--- config.mk ---
export PLATFORM = sky130hd
export DESIGN_NAME = store_buffer
export DESIGN_NICKNAME = d
export VERILOG_FILES = /design/src/rtl/sb_pkg.sv /design/src/rtl/sb_fwd_match.sv /design/src/rtl/store_buffer.sv
export SDC_FILE = /design/constraint.sdc
export NUM_CORES = 1
export LEC_CHECK = 0
export CORE_MARGIN = 4
export CORE_UTILIZATION = 25
export DETAILED_ROUTE_END_ITERATION = 16
export PLACE_DENSITY_LB_ADDON = 0.15
export SETUP_SLACK_MARGIN = 0.1
export SYNTH_ARGS = -nofsm -noshare
export SYNTH_HDL_FRONTEND = slang
export SYNTH_HIERARCHICAL = 1
export SYNTH_SLANG_ARGS = --single-unit
--- constraint.sdc ---
create_clock -name clk -period 8.2 [get_ports clk]
set_clock_uncertainty 0.1 [all_clocks]
set_input_delay 1.64 -clock clk [delete_from_list [all_inputs] [get_ports clk]]
set_output_delay 1.64 -clock clk [all_outputs]
set_load 0.05 [all_outputs]
--- src/rtl/sb_pkg.sv ---
// rtl/sb_pkg.sv - shared constants and state encoding for the store buffer
package sb_pkg;
   localparam int SB_DEPTH_DEFAULT = 4;
   // Word index is addr[AW-1:SB_WORD_LSB]; byte offset bits never take part in matching.
   localparam int SB_WORD_LSB = 2;

   typedef enum logic {
      SB_RUN   = 1'b0,
      SB_FENCE = 1'b1
   } sb_state_e;
endpackage

--- src/rtl/sb_fwd_match.sv ---
// rtl/sb_fwd_match.sv - youngest-match priority scan of buffered store word indices
module sb_fwd_match
   import sb_pkg::*;
#(
   parameter int DEPTH = SB_DEPTH_DEFAULT,
   parameter int WW    = 30,
   localparam int PW   = $clog2(DEPTH)
) (
   input  logic [DEPTH-1:0]         valid,
   input  logic [DEPTH-1:0][WW-1:0] words,
   input  logic [WW-1:0]            ld_word,
   input  logic [PW-1:0]            wr_ptr,
   output logic                     hit,
   output logic [PW-1:0]            index
);

   // Walk from the oldest slot (wr_ptr) to the youngest (wr_ptr-1); later hits overwrite earlier.
   always_comb begin
      hit   = 1'b0;
      index = '0;
      for (int k = DEPTH; k >= 1; k--) begin
         if (valid[wr_ptr - PW'(k)] && (words[wr_ptr - PW'(k)] == ld_word)) begin
            hit   = 1'b1;
            index = wr_ptr - PW'(k);
         end
      end
   end

endmodule

--- src/rtl/store_buffer.sv ---
// rtl/store_buffer.sv - posted-write store FIFO with load forwarding and fence
module store_buffer
   import sb_pkg::*;
#(
   parameter int DEPTH = SB_DEPTH_DEFAULT,
   parameter int AW    = 32,
   parameter int DW    = 32,
   localparam int PW   = $clog2(DEPTH),
   localparam int CW   = PW + 1,
   localparam int WW   = AW - SB_WORD_LSB
) (
   input  logic          clk,
   input  logic          rst,
   input  logic          st_valid,
   input  logic [AW-1:0] st_addr,
   input  logic [DW-1:0] st_data,
   output logic          st_ready,
   input  logic          ld_req,
   input  logic [AW-1:0] ld_addr,
   output logic [DW-1:0] ld_data,
   output logic          ld_fwd,
   input  logic          fence,
   output logic [AW-1:0] mem_addr,
   output logic [DW-1:0] mem_wdata,
   output logic          mem_write,
   output logic          mem_read,
   input  logic [DW-1:0] mem_rdata,
   output logic [CW-1:0] count,
   output logic          empty
);

   logic [DEPTH-1:0][AW-1:0] addr_q;
   logic [DEPTH-1:0][DW-1:0] data_q;
   logic [DEPTH-1:0][WW-1:0] words;
   logic [DEPTH-1:0]         valid_q;
   logic [PW-1:0]            wr_ptr, rd_ptr, hit_idx;
   logic                     hit, full, push, pop, load_miss;
   sb_state_e                state, state_next;

   always_comb begin
      words = '0;
      for (int i = 0; i < DEPTH; i++) begin
         words[i] = addr_q[i][AW-1:SB_WORD_LSB];
      end
   end

   sb_fwd_match #(.DEPTH(DEPTH), .WW(WW)) u_match (
      .valid   (valid_q),
      .words   (words),
      .ld_word (ld_addr[AW-1:SB_WORD_LSB]),
      .wr_ptr  (wr_ptr),
      .hit     (hit),
      .index   (hit_idx)
   );

   assign full      = (count == CW'(DEPTH));
   assign empty     = (count == '0);
   assign st_ready  = (state == SB_RUN) && !full;
   assign push      = st_valid && st_ready;
   assign load_miss = ld_req && !hit;
   // A missing load owns the memory port, so the drain waits for it.
   assign pop       = !empty && !load_miss;
   assign ld_fwd    = ld_req && hit;
   assign ld_data   = !ld_req ? '0 : (hit ? data_q[hit_idx] : mem_rdata);

   always_comb begin
      state_next = state;
      case (state)
         SB_RUN:   if (fence) state_next = (empty && !push) ? SB_RUN : SB_FENCE;
         SB_FENCE: if (empty) state_next = SB_RUN;
         default:  state_next = SB_RUN;
      endcase
   end

   always_comb begin
      mem_addr  = '0;
      mem_wdata = '0;
      mem_write = 1'b0;
      mem_read  = 1'b0;
      if (load_miss) begin
         mem_read = 1'b1;
         mem_addr = ld_addr;
      end else if (!empty) begin
         mem_write = 1'b1;
         mem_addr  = addr_q[rd_ptr];
         mem_wdata = data_q[rd_ptr];
      end
   end

   always_ff @(posedge clk or negedge rst) begin
      if (!rst) begin
         state   <= SB_RUN;
         wr_ptr  <= '0;
         rd_ptr  <= '0;
         count   <= '0;
         valid_q <= '0;
      end else begin
         state <= state_next;
         if (push) begin
            valid_q[wr_ptr] <= 1'b1;
            wr_ptr          <= wr_ptr + 1'b1;
         end
         if (pop) begin
            valid_q[rd_ptr] <= 1'b0;
            rd_ptr          <= rd_ptr + 1'b1;
         end
         if (push && !pop) count <= count + 1'b1;
         else if (pop && !push) count <= count - 1'b1;
      end
   end

   always_ff @(posedge clk) begin
      if (push) begin
         addr_q[wr_ptr] <= st_addr;
         data_q[wr_ptr] <= st_data;
      end
   end

endmodule

==> results of run 1 <==
[placed cells by master (no fill, tap or decap), drive strengths merged, types with 5 or more instances in the layout]
cell type	instances
clkbuf	46
buf	143
edfxtp	256
a211oi	8
nand4	17
inv	19
o22ai	10
xnor2	85
a22o	65
a21oi	16
ha	9
a221oi	6
xor2	20
nor3b	5
clkdlybuf4s50	138
clkinv	9
o211ai	6
dfrtp	12
nand2	17
mux2i	117
nor4	5
nand3	7
nor2	22
mux4	138
and2	38
a2bb2oi	6
o21ai	22
mux2	8
a2111oi	5
nor3	9
[critical path: stages]
cell,delay (ns)
clkdlybuf4s50_1,0.75
o22ai_1,0.21
nor4b_1,0.48
a31oi_1,0.11
or4_4,0.52
a211oi_1,0.27
a32oi_1,0.16
o221ai_4,0.74
buf_12,0.26
mux4_2,0.35
a22o_1,0.25
buf_12,0.15
[power groups by stage]
stage                     Clock, µW  Combinational (µW)  Sequential, µW
after floorplan                   0                2540            1780
after global placement            0                3670            1960
after detailed placement          0                3660            1970
after CTS                      1510                3680            1940
after global routing           1570                3820            1970
final                          1460                3630            1930
[cells by family (layout without fill, tap and decap cells)]
logic type | count (synthesis) | after routing | share of synthesized area [%]
AOI/OAI and AO/OA | 174 | 174 | 8.266
buffers and inverters | 110 | 360 | 4.029
muxes | 263 | 263 | 27.02
DFF | 268 | 268 | 49.27
other | 0 | 4 | 0
and+or+nand+nor | 139 | 139 | 4.917
adders and majority gates | 10 | 10 | 0.8182
xor gates and xnor gates | 105 | 105 | 5.673
[cells in the mapped netlist, types with 9 or more instances]
master,n
inv_1,14
dfrtp_1,12
and2_1,38
buf_6,19
clkbuf_1,31
ha_1,9
buf_1,11
o22ai_1,9
mux2i_1,116
buf_2,22
nand2_1,17
mux4_2,136
a22o_1,65
edfxtp_1,256
nor2_1,22
a21oi_1,16
xor2_1,20
xnor2_1,85
o21ai_0,22
nand4_1,17
[per-layer routing]
metal | track usage, % | vias up | wire length (µm)
met3 | 3.876 | 64 | 3243
met4 | 3.853 | 4 | 1204
met2 | 27.20 | 291 | 28020
met5 | 0 | - | 27
li1 | - | 4844 | -
met1 | 20.29 | 5657 | 23750
[sequential cells by signal, indices dropped and copies added, names as in the netlist]
| register | count |
|---|---|
| valid_q | 4 |
| count | 3 |
| state | 1 |
| rd_ptr | 2 |
| data_q | 128 |
| addr_q | 128 |
| wr_ptr | 2 |
[area by class of cell]
class,count,area (µm²)
well taps,855,1070
diodes,4,10.01
repair buffers,281,3518
multi-input cells,691,7626
inverters,17,63.81
fillers,6258,42970
flip-flops and latches,268,8003
clock buffers,46,905.9
clock inverters,16,181.4
[metrics by stage]
| stage | utilization, % | total power [µW] | std cells |
|---|---|---|---|
| global placement | 31.52 | 5638 | 2112 |
| global route | 33.21 | 7363 | 2174 |
| CTS | 33.21 | 7140 | 2174 |
| floorplan | - | 4321 | 1069 |
| finish | 33.22 | 7015 | 2178 |
| detailed placement | 31.52 | 5633 | 2112 |
[final timing paths]
kind | start | end
max | ld_addr[3] | ld_data[12]
min | state | state
max reg2reg | wr_ptr[0] | count[1]
min reg2reg | state | state
max in group asynchronous | rst | wr_ptr[0]
min in group asynchronous | rst | valid_q[0]
==> metrics.md, run 1 <==
| Metric | Value |
|---|---|
| P_int | between 4000 and 5000 µW |
| Boundary Pins | between 200 and 250 |
| Cell at the root of the clock tree | clkbuf_16 |
| Worst Path Max Fanout | 17 |
| First-pass GRT wire length | 82120 µm |
| Post-detailed-route DRC marker count | 0 |
| Max cap viols | 0 |
| Most common flop cell mapped by yosys | edfxtp_1 |
| Reg2reg setup slack | 2.93 ns |
| Largest net degree at the start of global routing | 66 |
| Initial antenna violation count | 6 |
| Crit share post-route | between 90% and 100% |
| Status | finished clean |
| Async set-reset flop share out of synthesis | roughly 4.5% |
| Post-CTS Resized | 0 |
| Proportion of layout cells with a drive suffix above 1 | between 20 and 30% |
| Initial Util | 25.19% |
| Leakage power | just over 0.007 µW |
| DP Area | between 20000 and 25000 µm² |
| CP required | approximately 6.5 ns |
| CP Launch Type | input port |
| Clk pin slew, worst setup/hold paths | approximately 0.05 ns |
| CTS Buf Count | 34 |
| Synth warn | 6 |
| Unrepaired setup endpoints after global routing | false |
| Net count after synthesis | 1212 |
| Drt wl/cell | between 20 and 30 µm |
| Global route total overflow | 0 |
| Clock latency at the later pin of the worst-skew pair | roughly 0.56 ns |
| GRT Util Overall | ~16% |
| Final net count | about 1400 |
| Clock Tree Buf Depth | 3 |
| Min Hold Slack | between 0.4 and 0.5 ns |
| DR iter-0 viols | a little over 600 |
| Maximum VDD drop | 0.1715 mV |
| Post-CTS setup buffer count | 0 |
| Cell Area, Synth | 16210 µm² |
| Hold Vio Cnt, Final | 0 |
| Hold Path Stages | 1 |
| Setup CP Type | in -> out |
| Final setup violation count | 0 |
| DRT Wirelength | 56250 µm |
| R2R cell count | 15 |
| CTS tree | yes |
| Die width | roughly 260 µm |
| Layout area overhead | 31.88% |
| 1st-pass router iterations | 5 |
| Max frequency | 130.3 MHz |
| Post-synthesis cell type count | 67 |
| Die Area | about 70000 µm² |
| Pwr/cell area | 328.1 nW/µm² |
| Rel. slew slack | 37.02% |
| Sequential group share of total power | between 20% and 30% |
| Row count | between 90 and 100 |
| Number of H-tree levels | 2 |
| Worst Tran Pin Value | 0.9448 ns |
| Worst min path class | reg -> reg |
| Final GP Congestion | about 0.92 |
| Crit end category | output pin |
| Clock power share | a little over a fifth |
| Post-DP HPWL | 40150 µm |
| Yosys top cell area share | between 40% and 50% |
| Seq/Total Area, Yosys | between 40% and 50% |
| Setup WS post-layout | between 0.5 and 0.6 ns |
| Synth Instances | around 1100 |
| Pre-CTS setup slack | between 0.5 and 0.6 ns |
| Flops & latches, synth | ~270 |
| Chip height | ~260 µm |
| Final ANT Viol Nets | 0 |
| Vias in the first global route | between 10000 and 15000 |
| Core box area | ~64000 µm² |
| Final instance area | roughly 21000 µm² |
| Worst EP arrival | 5.93 ns |
| DR vias/cell | roughly 5 |
| Fin Setup TNS | 0 ns |
| I/O Buffers | roughly 240 |
| Minimum clock period | about 7.7 ns |
| Syn Area/Cell | roughly 15 µm² |
| Final Max Slew Viols | 0 |
| Post-synth EDFFs | 256 |
| Switching pwr | roughly 2800 µW |
| Yosys top cell by area | edfxtp_1 |
| CTS sink count | 268 |
| Post-CTS Hold Buffers | 0 |
| Area contributors post-synth | edfxtp_1 47%, mux4_2 19%, mux2i_1 7.2% |
| Via count | 10860 |
| Share of total power in combinational logic | roughly 52% |
| Net Sw Frac | approximately 40% |
No activity file was read; power rests on OpenSTA's default activity.
==> run 2, diff against run 1 <==
--- a/config.mk
+++ b/config.mk
@@ -8,7 +8,6 @@
 export CORE_MARGIN = 4
 export CORE_UTILIZATION = 25
 export DETAILED_ROUTE_END_ITERATION = 16
-export PLACE_DENSITY_LB_ADDON = 0.15
 export SETUP_SLACK_MARGIN = 0.1
 export SYNTH_ARGS = -nofsm -noshare
 export SYNTH_HDL_FRONTEND = slang
==> metrics.md, run 2 (synthesis results as in run 1) <==
| Metric | Value |
|---|---|
| Worst min path class | reg -> reg |
| CP required | 6.46 ns (about the same) |
| Commonest non-fill, non-tap cell in the layout | edfxtp_1 |
| Switching pwr | 2761 µW (-1.2%) |
| Proportion of layout cells with a drive suffix above 1 | 25.86% (-0.98 points) |
| Regs by FF count | addr_q (128), data_q (128), valid_q (4) |
| Post-DP HPWL | 39150 µm (-2.5%) |
| DR iter-0 viols | 846 (+38%) |
| Setup CP Type | in -> out |
| Post-CTS Hold Buffers | 0 (unchanged) |
| Worst EP arrival | 6.16 ns (+0.23 ns) |
| Clock Tree Buf Depth | 3 (unchanged) |
| FILL cells | 6257 (-0.016%) |
| Minimum clock period | 7.903 ns (+0.2287 ns) |
| Setup WS post-layout | 0.2973 ns (-0.2287 ns) |
| P_int | 4330 µW (+2.6%) |
| Post-layout util | 33.10% (-0.12 points) |
| Final net count | 1429 (-0.49%) |
| Layout area overhead | 31.39% |
| Post-detailed-route DRC marker count | 0 (unchanged) |
| Largest net degree at the start of global routing | 60 (-9.1%) |
| Row count | 93 (unchanged) |
| Final instance area | 21300 µm² (-0.37%) |
| I/O Buffers | 236 (unchanged) |
| Pre-CTS setup slack | -0.1060 ns (-0.6505 ns) |
| Delay-heaviest family, CP | buffers and inverters |
| Die Area | 68980 µm² (unchanged) |
| Crit-path cells | dlygate4sd2_1 > o22ai_1 > nor4b_1 > a31oi_1 > or4_4 > a211oi_1 > o21ai_0 > a21oi_4 > buf_12 > mux4_2 > a22o_1 > clkdlybuf4s50_1 |
| Initial Util | 25.19% (unchanged) |
| First-pass GRT wire length | 78560 µm (-4.3%) |
| Crit end category | output pin |
| Sequential group share of total power | 27.2% (-0.3 points) |
| DP Area | 20100 µm² (-0.89%) |
| Net Sw Frac | 38.94% (-0.89 points) |
| Final setup violation count | 0 (unchanged) |
| Max frequency | 126.5 MHz (-2.9%) |
| Core box area | 64350 µm² (unchanged) |
| CTS tree | yes |
| Unrepaired setup endpoints after global routing | false |
| Clock power share | 21.4% (+0.6 points) |
| Status | finished clean |
| Final ANT Viol Nets | 0 (unchanged) |
| CP Launch Type | input port |
| Most frequent cells in the layout | 256 x edfxtp_1, 149 x clkdlybuf4s50_1, 136 x mux4_2 |
| Via count | 10920 (+0.52%) |
| Hold Vio Cnt, Final | 0 (unchanged) |
| Slowest stage delay, CP | 0.72 ns (-0.03 ns) |
| 1st-pass router iterations | 5 (unchanged) |
| Number of H-tree levels | 1 (-1) |
| Initial antenna violation count | 8 (+2) |
| Global route total overflow | 0 (unchanged) |
| Die width | 262.6 µm (unchanged) |
| Rel. slew slack | 37.72% (+0.71 points) |
| Chip height | 262.6 µm (unchanged) |
| CTS Buf Count | 31 (-8.8%) |
| Crit path buf inv count | 3 (unchanged) |
| Worst Tran Pin Value | 0.9342 ns (-0.01060 ns) |
| Leakage power | 0.007124 µW (-0.45%) |
| Crit share post-route | 96.37% (+2.8 points) |
| Final GP Congestion | 0.8990 (-2.6%) |
| Share of total power in combinational logic | 51.4% (-0.3 points) |
| Critical path's slowest cell | dlygate4sd2_1 |
| Boundary Pins | 237 (unchanged) |
| Power Total | 7091 µW (+1.1%) |
| Max cap viols | 0 (unchanged) |
| Clock latency at the later pin of the worst-skew pair | 0.59 ns (+0.03 ns) |
| CTS sink count | 268 (unchanged) |
| GRT Util Overall | 15.01% (-0.86 points) |
| Pwr/cell area | 332.9 nW/µm² (+1.5%) |
| Clk pin slew, worst setup/hold paths | 0.06 ns (about the same) |
| Cell at the root of the clock tree | clkbuf_16 |
| Worst Path Max Fanout | 20 (+3) |
| Maximum VDD drop | 0.2538 mV (+48%) |
| DRT Wirelength | 54650 µm (-2.8%) |
| Fin Setup TNS | 0 ns (unchanged) |
| Final Max Slew Viols | 0 (unchanged) |
| DR vias/cell | 5.029 (+0.85%) |
| Vias in the first global route | 11530 (+1.4%) |
| Drt wl/cell | 25.17 µm (-2.5%) |
## run 2: worst reg2reg max path: cells and delay by family (launching register included)
kind,cells,cell delay [ns]
buffers and inverters,1,0.06
DFF,1,0.84
xor gates and xnor gates,3,0.83
muxes,1,0.62
AOI/OAI and AO/OA,2,0.26
and+or+nand+nor,6,2.02
adders and majority gates,2,0.58
## run 2: stage by stage
stage,hold slack (ns),instances
finish,0.4113,2171
global route,0.4259,2166
CTS,0.4087,2164
detailed placement,0.3947,2106
global placement,0.3909,2106
floorplan,0.3775,1069
## run 2: area by class of cell
cell class | instances | area [µm²] | share of cell area [%]
Sequential cell | 268 | 8003 | 37.57
Multi-Input combinational cell | 691 | 7634 | 35.84
Timing Repair Buffer | 277 | 3390 | 15.91
Tap cell | 855 | 1070 | 5.023
Clock buffer | 40 | 839.6 | 3.942
Clock inverter | 18 | 285.3 | 1.339
Inverter | 17 | 66.31 | 0.3113
Antenna cell | 5 | 12.51 | 0.05874
## run 2: what timing repair did
| item | CTS | global route |
|---|---|---|
| resized for setup | 3 | 3 |
| pin swaps | 0 | 0 |
| buffers inserted | 0 | 2 |
| endpoints found under the hold margin | 0 | 0 |
| endpoints found under the setup margin | 74 | 87 |
## run 2: power groups by stage
stage	sequential [µW]	combinational [µW]	clock, µW
2_1_floorplan	1780	2540	0
3_5_place_dp	2020	3560	0
6_report	1930	3640	1520
5_1_grt	1970	3830	1610
4_1_cts	1990	3590	1550
3_3_place_gp	2010	3570	0
## run 2: worst paths after layout
kind	from	end	slack [ns]	depth (start not counted)
max in group asynchronous	rst	rd_ptr[1]	6.11	1
setup reg to reg	wr_ptr[1]	count[2]	2.81	15
hold / removal	state	state	0.41	1
setup / recovery	ld_addr[11]	ld_data[11]	0.30	12
hold reg to reg	state	state	0.41	1
min in group asynchronous	rst	count[1]	1.38	1
## run 2: routing by layer
layer	global-route usage (%)	part of all wire [%]	routed length [µm]	vias up
li1	-	-	-	4817
met5	0	0.077	42	-
met3	3.127	6.2	3373	75
met2	26.39	50	27520	365
met4	3.016	2.0	1107	6
met1	19.23	41	22600	5654
==> run 3, diff against run 2 <==
--- a/config.mk
+++ b/config.mk
@@ -13,3 +13,4 @@
 export SYNTH_HDL_FRONTEND = slang
 export SYNTH_HIERARCHICAL = 1
 export SYNTH_SLANG_ARGS = --single-unit
+export TNS_END_PERCENT = 50
==> results of run 3 <==
Same layout as run 2: the final DEF is identical, and so are final timing and power.
